### src/rtl/pipeline_stall_ctrl.sv
// Pipeline stall/flush/freeze controller: decodes hazard-unit events into register enables/clears and ALU forwarding selects.
// Optional performance counters are built only when HAZ_PERF_CNT_EN is defined.
module pipeline_stall_ctrl #(
  parameter int FLUSH_CYCLES = 1,
  parameter int CNT_W        = 32
) (
  input  logic             clk,
  input  logic             rst,
  input  logic             loaduse,
  input  logic             branch,
  input  logic             e_rs,
  input  logic             m_rs,
  input  logic             e_rt,
  input  logic             m_rt,
  input  logic             mem_busy,
  output logic             pc_en,
  output logic             ifid_en,
  output logic             ifid_clr,
  output logic             idex_en,
  output logic             idex_clr,
  output logic             exmem_en,
  output logic [1:0]       fwd_a_sel,
  output logic [1:0]       fwd_b_sel,
  output logic [CNT_W-1:0] stall_cnt,
  output logic [CNT_W-1:0] flush_cnt,
  output logic [CNT_W-1:0] busy_cnt
);

  typedef enum logic [1:0] {
    ST_RUN,
    ST_LU_BUBBLE,
    ST_FLUSH,
    ST_MEM_WAIT
  } state_t;

  localparam int         RELOAD_I    = FLUSH_CYCLES - 1;
  localparam logic [3:0] FCNT_RELOAD = RELOAD_I[3:0];

  state_t     state_reg, state_next, eff_state;
  logic [3:0] fcnt_reg, fcnt_next;
  logic       ret_reg, ret_next;  // 0: resume RUN, 1: resume FLUSH
  logic [1:0] fwd_a_reg, fwd_b_reg;
  logic [1:0] fwd_a_now, fwd_b_now;
  logic       ev_stall, ev_flush, ev_busy;

  // Leaving MEM_WAIT is decoded as the resumed state in the same cycle.
  always_comb begin
    eff_state = state_reg;
    if (state_reg == ST_MEM_WAIT && !mem_busy) begin
      eff_state = ret_reg ? ST_FLUSH : ST_RUN;
    end
  end

  always_comb begin
    state_next = state_reg;
    fcnt_next  = fcnt_reg;
    ret_next   = ret_reg;
    pc_en      = 1'b1;
    ifid_en    = 1'b1;
    ifid_clr   = 1'b0;
    idex_en    = 1'b1;
    idex_clr   = 1'b0;
    exmem_en   = 1'b1;
    ev_stall   = 1'b0;
    ev_flush   = 1'b0;
    ev_busy    = 1'b0;

    case (eff_state)
      ST_MEM_WAIT: begin
        pc_en      = 1'b0;
        ifid_en    = 1'b0;
        idex_en    = 1'b0;
        exmem_en   = 1'b0;
        ev_busy    = 1'b1;
        state_next = ST_MEM_WAIT;
      end

      ST_FLUSH: begin
        if (mem_busy) begin
          pc_en      = 1'b0;
          ifid_en    = 1'b0;
          idex_en    = 1'b0;
          exmem_en   = 1'b0;
          ev_busy    = 1'b1;
          ret_next   = 1'b1;
          state_next = ST_MEM_WAIT;
        end else begin
          ifid_clr = 1'b1;
          idex_clr = 1'b1;
          ev_flush = 1'b1;
          if (branch) begin
            fcnt_next  = FCNT_RELOAD;
            state_next = ST_FLUSH;
          end else if (fcnt_reg <= 4'd1) begin
            fcnt_next  = 4'd0;
            state_next = ST_RUN;
          end else begin
            fcnt_next  = fcnt_reg - 4'd1;
            state_next = ST_FLUSH;
          end
        end
      end

      default: begin  // RUN and LU_BUBBLE share event handling
        if (mem_busy) begin
          pc_en      = 1'b0;
          ifid_en    = 1'b0;
          idex_en    = 1'b0;
          exmem_en   = 1'b0;
          ev_busy    = 1'b1;
          ret_next   = 1'b0;
          state_next = ST_MEM_WAIT;
        end else if (branch) begin
          ifid_clr = 1'b1;
          idex_clr = 1'b1;
          ev_flush = 1'b1;
          if (FLUSH_CYCLES == 1) begin
            state_next = ST_RUN;
          end else begin
            fcnt_next  = FCNT_RELOAD;
            state_next = ST_FLUSH;
          end
        end else if (loaduse && eff_state == ST_RUN) begin
          // Only one bubble per hazard: LU_BUBBLE ignores a still-high loaduse.
          pc_en      = 1'b0;
          ifid_en    = 1'b0;
          idex_clr   = 1'b1;
          ev_stall   = 1'b1;
          state_next = ST_LU_BUBBLE;
        end else begin
          state_next = ST_RUN;
        end
      end
    endcase

    if (rst) begin
      pc_en    = 1'b1;
      ifid_en  = 1'b1;
      ifid_clr = 1'b0;
      idex_en  = 1'b1;
      idex_clr = 1'b0;
      exmem_en = 1'b1;
      ev_stall = 1'b0;
      ev_flush = 1'b0;
      ev_busy  = 1'b0;
    end
  end

  always_ff @(posedge clk) begin
    if (rst) begin
      state_reg <= ST_RUN;
      fcnt_reg  <= 4'd0;
      ret_reg   <= 1'b0;
    end else begin
      state_reg <= state_next;
      fcnt_reg  <= fcnt_next;
      ret_reg   <= ret_next;
    end
  end

  // EX beats MEM: the younger result is the correct one to forward.
  assign fwd_a_now = e_rs ? 2'b01 : (m_rs ? 2'b10 : 2'b00);
  assign fwd_b_now = e_rt ? 2'b01 : (m_rt ? 2'b10 : 2'b00);

  always_ff @(posedge clk) begin
    if (rst) begin
      fwd_a_reg <= 2'b00;
      fwd_b_reg <= 2'b00;
    end else if (exmem_en) begin
      fwd_a_reg <= fwd_a_now;
      fwd_b_reg <= fwd_b_now;
    end
  end

  // A frozen EX stage keeps the selects it captured before the freeze.
  assign fwd_a_sel = rst ? 2'b00 : (exmem_en ? fwd_a_now : fwd_a_reg);
  assign fwd_b_sel = rst ? 2'b00 : (exmem_en ? fwd_b_now : fwd_b_reg);

`ifdef HAZ_PERF_CNT_EN
  logic [2:0]            cnt_inc;
  logic [2:0][CNT_W-1:0] cnt_reg;
  logic [2:0][CNT_W-1:0] cnt_next;

  assign cnt_inc = {ev_busy, ev_flush, ev_stall};

  for (genvar gi = 0; gi < 3; gi++) begin : g_cnt
    assign cnt_next[gi] = (cnt_inc[gi] && (cnt_reg[gi] != {CNT_W{1'b1}}))
                          ? cnt_reg[gi] + {{(CNT_W-1){1'b0}}, 1'b1}
                          : cnt_reg[gi];
  end

  always_ff @(posedge clk) begin
    if (rst) begin
      cnt_reg <= '0;
    end else begin
      cnt_reg <= cnt_next;
    end
  end

  assign stall_cnt = cnt_reg[0];
  assign flush_cnt = cnt_reg[1];
  assign busy_cnt  = cnt_reg[2];
`else
  logic unused_ev;
  assign unused_ev = ^{ev_stall, ev_flush, ev_busy};
  assign stall_cnt = '0;
  assign flush_cnt = '0;
  assign busy_cnt  = '0;
`endif

endmodule
### config.mk
export PLATFORM = sky130hd
export DESIGN_NAME = pipeline_stall_ctrl
export DESIGN_NICKNAME = d
export VERILOG_FILES = /design/src/rtl/pipeline_stall_ctrl.sv
export SDC_FILE = /design/constraint.sdc
export NUM_CORES = 1
export LEC_CHECK = 0
export BUFFER_PORTS_ARGS = -buffer_cell sky130_fd_sc_hd__buf_2
export CORE_MARGIN = 4
export CORE_UTILIZATION = 41
export DETAILED_ROUTE_END_ITERATION = 10
export PLACE_DENSITY = 0.95
export SLEW_MARGIN = 20
export SYNTH_ARGS = -nofsm -noshare
export SYNTH_HDL_FRONTEND = slang
export SYNTH_SLANG_ARGS = --single-unit
### constraint.sdc
create_clock -name clk -period 3 [get_ports clk]
set_input_delay 0.3 -clock clk [delete_from_list [all_inputs] [get_ports clk]]
set_output_delay 0.3 -clock clk [all_outputs]
set_load 0.02 [all_outputs]
=== Yosys cells after proc, flatten, opt, wreduce, memory -nomap -nowiden ===
Cells that the tools add are included.

* Input bits: 9
* Bits in writable memories: 0
* Memories: 0
* Output and inout port bits: 106
* Memory bits (read-only): 0
* Flip-flop bits (word level): 11
* Bits in latches: 0

* Div/mod/pow operators: 0
* Reduce and logical (&&, ||, !) cells: 6
* Shift operators: 0
* Mux-type cells: 39
* Multipliers: 0
* Magnitude comparators: 1
* Bitwise gates (word level): 2
* $add $sub $neg: 1
* Eq/ne operators: 3

{| class="wikitable"
|+ Operator list
! operator !! number
|-
| two-way mux 2 bit || 14
|-
| two-way mux 1 bit || 18
|-
| two-way mux 4 bit || 2
|-
| case mux 1 bit (2 select lines) || 4
|-
| == test 2 bit (second input constant) || 3
|-
| <= comparator 4 x 1 -> 1 bit (second input constant) || 1
|-
| case mux 2 bit (2 select lines) || 1
|-
| AND reduction 2 bit || 2
|-
| subtractor 4 x 1 -> 4 bit (second input constant) || 1
|-
| logical AND 1 bit || 2
|-
| logical NOT 2 bit || 1
|-
| NOT 1 bit || 2
|-
| logical NOT 1 bit || 1
|}

=== Logic depth before layout (Yosys ltp) ===
* Word-level depth: 10
* Gate-level depth with buffers: 6

=== Least setup slack after synthesis ===
No wires, ideal clock.

* Path kind: flip-flop to output port
* From: register ret_reg
* To: output pc_en
* Stages on the path, launching flop included: 6
* Arrival time: 1.304 ns
* Path buffers: 1
* Setup slack: 1.396 ns
* Cell sequence: dfxtp_1 > nand2b_2 > and2_1 > nor4b_2 > o21bai_1 > buf_4

* Cells in the longest elaborated chain, start to end: 9
* Elaborated cells on any way between the ends: 11
* Classes of those cells: eq/ne: 2; mux: 7; reduce/logical: 2

{| class="wikitable"
|+ Ends and longest elaborated chain
! element !! line !! text
|-
| from (decl) || 41 || <nowiki>logic ret_reg, ret_next;</nowiki>
|-
| from (signal assigned) || 157 || <nowiki>ret_reg <= ret_next;</nowiki>
|-
| two-way mux 2 bit * || 50 || <nowiki>eff_state = ret_reg ? ST_FLUSH : ST_RUN;</nowiki>
|-
| two-way mux 2 bit * || 49 || <nowiki>if (state_reg == ST_MEM_WAIT && !mem_busy) begin</nowiki>
|-
| logical NOT 2 bit || 123 || <nowiki>end else if (loaduse && eff_state == ST_RUN) begin</nowiki>
|-
| logical AND 1 bit || 123 ||
|-
| two-way mux 1 bit (3 in series) || - ||
|-
| case mux 1 bit (2 select lines) * || - ||
|-
| two-way mux 1 bit * || - ||
|-
| to (decl) || 16 || <nowiki>output logic pc_en,</nowiki>
|}

Every way passes the cells marked *; elsewhere a longest branch is shown, timed or not.

=== Final worst setup path ===
* From: register ret_reg
* To: output ifid_en

* Cells in the longest elaborated chain, start to end: 9
* Elaborated cells on any way between the ends: 11
* Classes of those cells: eq/ne: 2; mux: 7; reduce/logical: 2

{| class="wikitable"
|+ Ends and longest elaborated chain
! element !! line !! text
|-
| two-way mux 2 bit * || 50 ||
|-
| two-way mux 2 bit * || 49 ||
|-
| logical NOT 2 bit || 123 ||
|-
| logical AND 1 bit || 123 ||
|-
| two-way mux 1 bit || 123 ||
|-
| two-way mux 1 bit || 113 || <nowiki>end else if (branch) begin</nowiki>
|-
| two-way mux 1 bit || 105 || <nowiki>if (mem_busy) begin</nowiki>
|-
| case mux 1 bit (2 select lines) * || 68 || <nowiki>case (eff_state)</nowiki>
|-
| two-way mux 1 bit * || 136 || <nowiki>if (rst) begin</nowiki>
|-
| to (decl) || 17 || <nowiki>output logic ifid_en,</nowiki>
|}

Marks and branches as above.

==> summary.log <==
[setup_path] CP arrival 1.51 ns
[setup_path] Worst path max stage delay 0.31 ns
[logic_synthesis] warning count from the yosys run 0
[drt] average wire per cell in the routed design 8.07 µm
[pwr] fraction of power consumed by combinational cells 38.8%
[global_route] antenna violations before repair 0
[die] core area 0.00305 mm²
[setup_path] R2R Path End fcnt_reg[3]$_SDFFE_PP0P_
[drt] post-route DRC violation count 0
[finish] commonest cells after routing, fill and taps aside sky130_fd_sc_hd__conb_1, sky130_fd_sc_hd__buf_2, sky130_fd_sc_hd__nor2_1, sky130_fd_sc_hd__dfxtp_1, sky130_fd_sc_hd__a21oi_1
[global_route] global-route wire length before repair 2.49 mm
[clocking] CTS clk-pin slew, worst paths 0.07 ns
[drt] final wirelength 1.86 mm
[finish] area overhead of the layout relative to synthesis -16.4%
[clocking] post-CTS setup buffers 0
[timing] fraction of the cycle the final worst path needs 60.2%
[pwr] Clk network pwr share 23.7%
[drt] violation count after the first detailed-route iteration 9
[timing] Fin. Hold Viols 0
[timing] final setup violating endpoints 0
[setup_path] slack of the worst reg-to-reg path 1.38 ns
[place] gpl congestion 0.671
[clocking] TritonCTS clock tree done
[pwr] leakage power summed over all cells 0.620 nW
[die] Die W 64.7 µm
[logic_synthesis] flip-flop cell with the highest count after synthesis sky130_fd_sc_hd__dfxtp_1
[finish] number of nets in the final layout 198
[finish] max reg flops 4
[setup_path] Worst Setup Path Type flip-flop to output port
[setup_path] beginning of the worst register-to-register path fcnt_reg[0]$_SDFFE_PP0P_
[pwr] sequential share of power 37.5%
[global_route] total global routing overflow 0
[logic_synthesis] number of enable flip-flop cells after synthesis 0
[pwr] switching component of the power 0.187 mW
[clocking] H-tree depth 1
[pwr] Internal Power 0.223 mW
[timing] final clock skew 0.00138 ns
[pwr] proportion of total power due to net switching 45.6%
[outcome] status finished clean
[timing] Setup WS post-layout 1.19 ns
[setup_path] r2r worst-path depth 6
[global_route] largest net degree at the start of global routing 17
[logic_synthesis] post-synthesis sequential area ratio 16.7%
[clocking] Clock Tree Buf Depth 2
[logic_synthesis] Netlist cell types 27
[pwr] Cell Pwr Density 373 mW/mm²
[finish] most common library cell in the layout ignoring fill and taps sky130_fd_sc_hd__conb_1
[setup_path] nature of the critical path endpoint output port
[drt] via count 774
[clocking] post-cts gate resize count 0
[setup_path] worst setup path startpoint ret_reg$_SDFFE_PP0P_
[finish] layout cell share with drive strength beyond 1 13.4%
[timing] RSZ-0062 raised after global routing false
[setup_path] CP Data Required Time 2.70 ns
[setup_path] Worst Path Max Fanout 4
[die] y dimension of the die 64.7 µm
[logic_synthesis] post-synthesis register bit count 11
[timing] Setup Total Neg Slack 0 ns
[logic_synthesis] number of instances in the synthesized netlist 169
[clocking] sinks on the clock net 11
[logic_synthesis] area of the mapped netlist 0.00132 mm²
[timing] worst hold slack after final layout 0.318 ns
[place] worst setup slack before clock tree synthesis 1.41 ns
[setup_path] startpoint types flip-flop
[pwr] worst vdd ir 0.158 mV
[setup_path] critical-path cell with the highest stage delay sky130_fd_sc_hd__dfxtp_1
[place] count of buffers inserted at the top-level ports 18
[die] effective utilization at floorplan 43.2%
[clocking] hold buffers post-CTS 0
[timing] peak clock frequency supported by timing 554 MHz
[finish] number of diodes 0
[timing] min cycle time layout 1.81 ns
[die] Total Die Area 0.00418 mm²
[die] count of boundary I/O pins 115
[global_route] total routing resource utilization after global routing 7.54%
[logic_synthesis] FFs w/ async S/R, synth 0%
[clocking] Clock Latency Late Sink 0.26 ns
[timing] count of final max-slew check failures 0
[clocking] CTS Root Cell sky130_fd_sc_hd__clkbuf_4
[clocking] clock buffer count from CTS 3
[drt] Via density 3.37
[finish] core utilization of the finished layout 36.1%
[hold_path] hold crit path type input port to flip-flop
[place] HPWL after detailed placement 1.64 mm
[global_route] number of global-route vias before repair 603
[drt] first-pass iteration count of the detailed router 4
[drt] number of routed nets with antenna violations 0
[setup_path] capturing element of the worst setup path ifid_en
[run] number of maximum-capacitance constraint violations 0
[logic_synthesis] syn_area_per_cell 7.80 µm²
[setup_path] crit path cell chain nand2b_2 -> and2_1 -> nor4b_2 -> o21bai_1 -> buf_2
[die] num rows 20
## stage by stage
step / power (mW) / cells / cell area, µm²
after floorplan: 0.393 / 264 / 1670
after global placement: 0.312 / 226 / 1070
after detailed placement: 0.313 / 226 / 1070
after CTS: 0.411 / 230 / 1100
after global routing: 0.434 / 230 / 1100
final: 0.410 / 230 / 1100
## worst max-delay path, delay by kind of cell (launching register included)
family	cells	cell delay [ns]
flip-flops	1	0.31
AND/OR/NAND/NOR	3	0.66
AO/OA/AOI/OAI	1	0.11
buffers and inverters	1	0.17
## worst min-delay path by stage
stage | end | startpoint | cells past startpoint
floorplan | ret_reg$_SDFFE_PP0P_ | rst | 1
global placement | fcnt_reg[1]$_SDFFE_PP0P_ | fcnt_reg[1]$_SDFFE_PP0P_ | 2
detailed placement | fcnt_reg[1]$_SDFFE_PP0P_ | fcnt_reg[1]$_SDFFE_PP0P_ | 2
CTS | fwd_a_reg[1]$_DFF_P_ | m_rs | 3
global route | fwd_a_reg[1]$_DFF_P_ | m_rs | 3
finish | fwd_a_reg[1]$_DFF_P_ | m_rs | 3
## synth_stat cells (all sizes together) (2+ instances only)
cell type   n  area share, %
mux2i       2            1.5
or3b        2            1.3
nor2       12            3.4
nor3        4            1.5
dfxtp      11             17
and2b       2            1.1
nand2       3           0.85
buf        99             56
or3         3            1.4
o21ai       2           0.76
ha          2            1.9
inv         4            1.1
a22oi       2            1.1
nand2b      3            1.6
a21oi       8            3.0
## routing by layer
metal	GRT usage, %	vias up	routed length (µm)
met5	0	-	0
met4	3.96	0	17
met3	2.95	2	344
met2	14.7	60	939
met1	6.49	337	556
li1	-	375	-
## logic make-up (layout without fill, tap and decap cells)
family / after synthesis / count (layout) / share of synthesized area [%]
AO/OA/AOI/OAI: 15 / 15 / 6.93
adder cells (fa/ha/maj): 2 / 2 / 1.90
buffers and inverters: 104 / 26 / 57.6
flip-flops: 11 / 11 / 16.7
multiplexers: 2 / 2 / 1.52
other: 1 / 96 / 0.285
AND/OR/NAND/NOR: 34 / 34 / 15.0
## power groups by stage
stage	Sequential (mW)	Clock, mW	Combinational (mW)
2_1_floorplan	0.157	0	0.236
3_3_place_gp	0.157	0	0.155
3_5_place_dp	0.157	0	0.156
4_1_cts	0.154	0.101	0.156
5_1_grt	0.154	0.108	0.172
6_report	0.154	0.0972	0.159
## cell type report
| cell class | count | area, µm² |
|---|---|---|
| fillers | 345 | 1950 |
| multi-input cells | 149 | 694 |
| flip-flops and latches | 11 | 220 |
| repair buffers | 18 | 90.1 |
| well taps | 44 | 55.1 |
| clock buffers | 4 | 26.3 |
| inverters | 4 | 15.0 |
(Power assumes the default switching activity.)
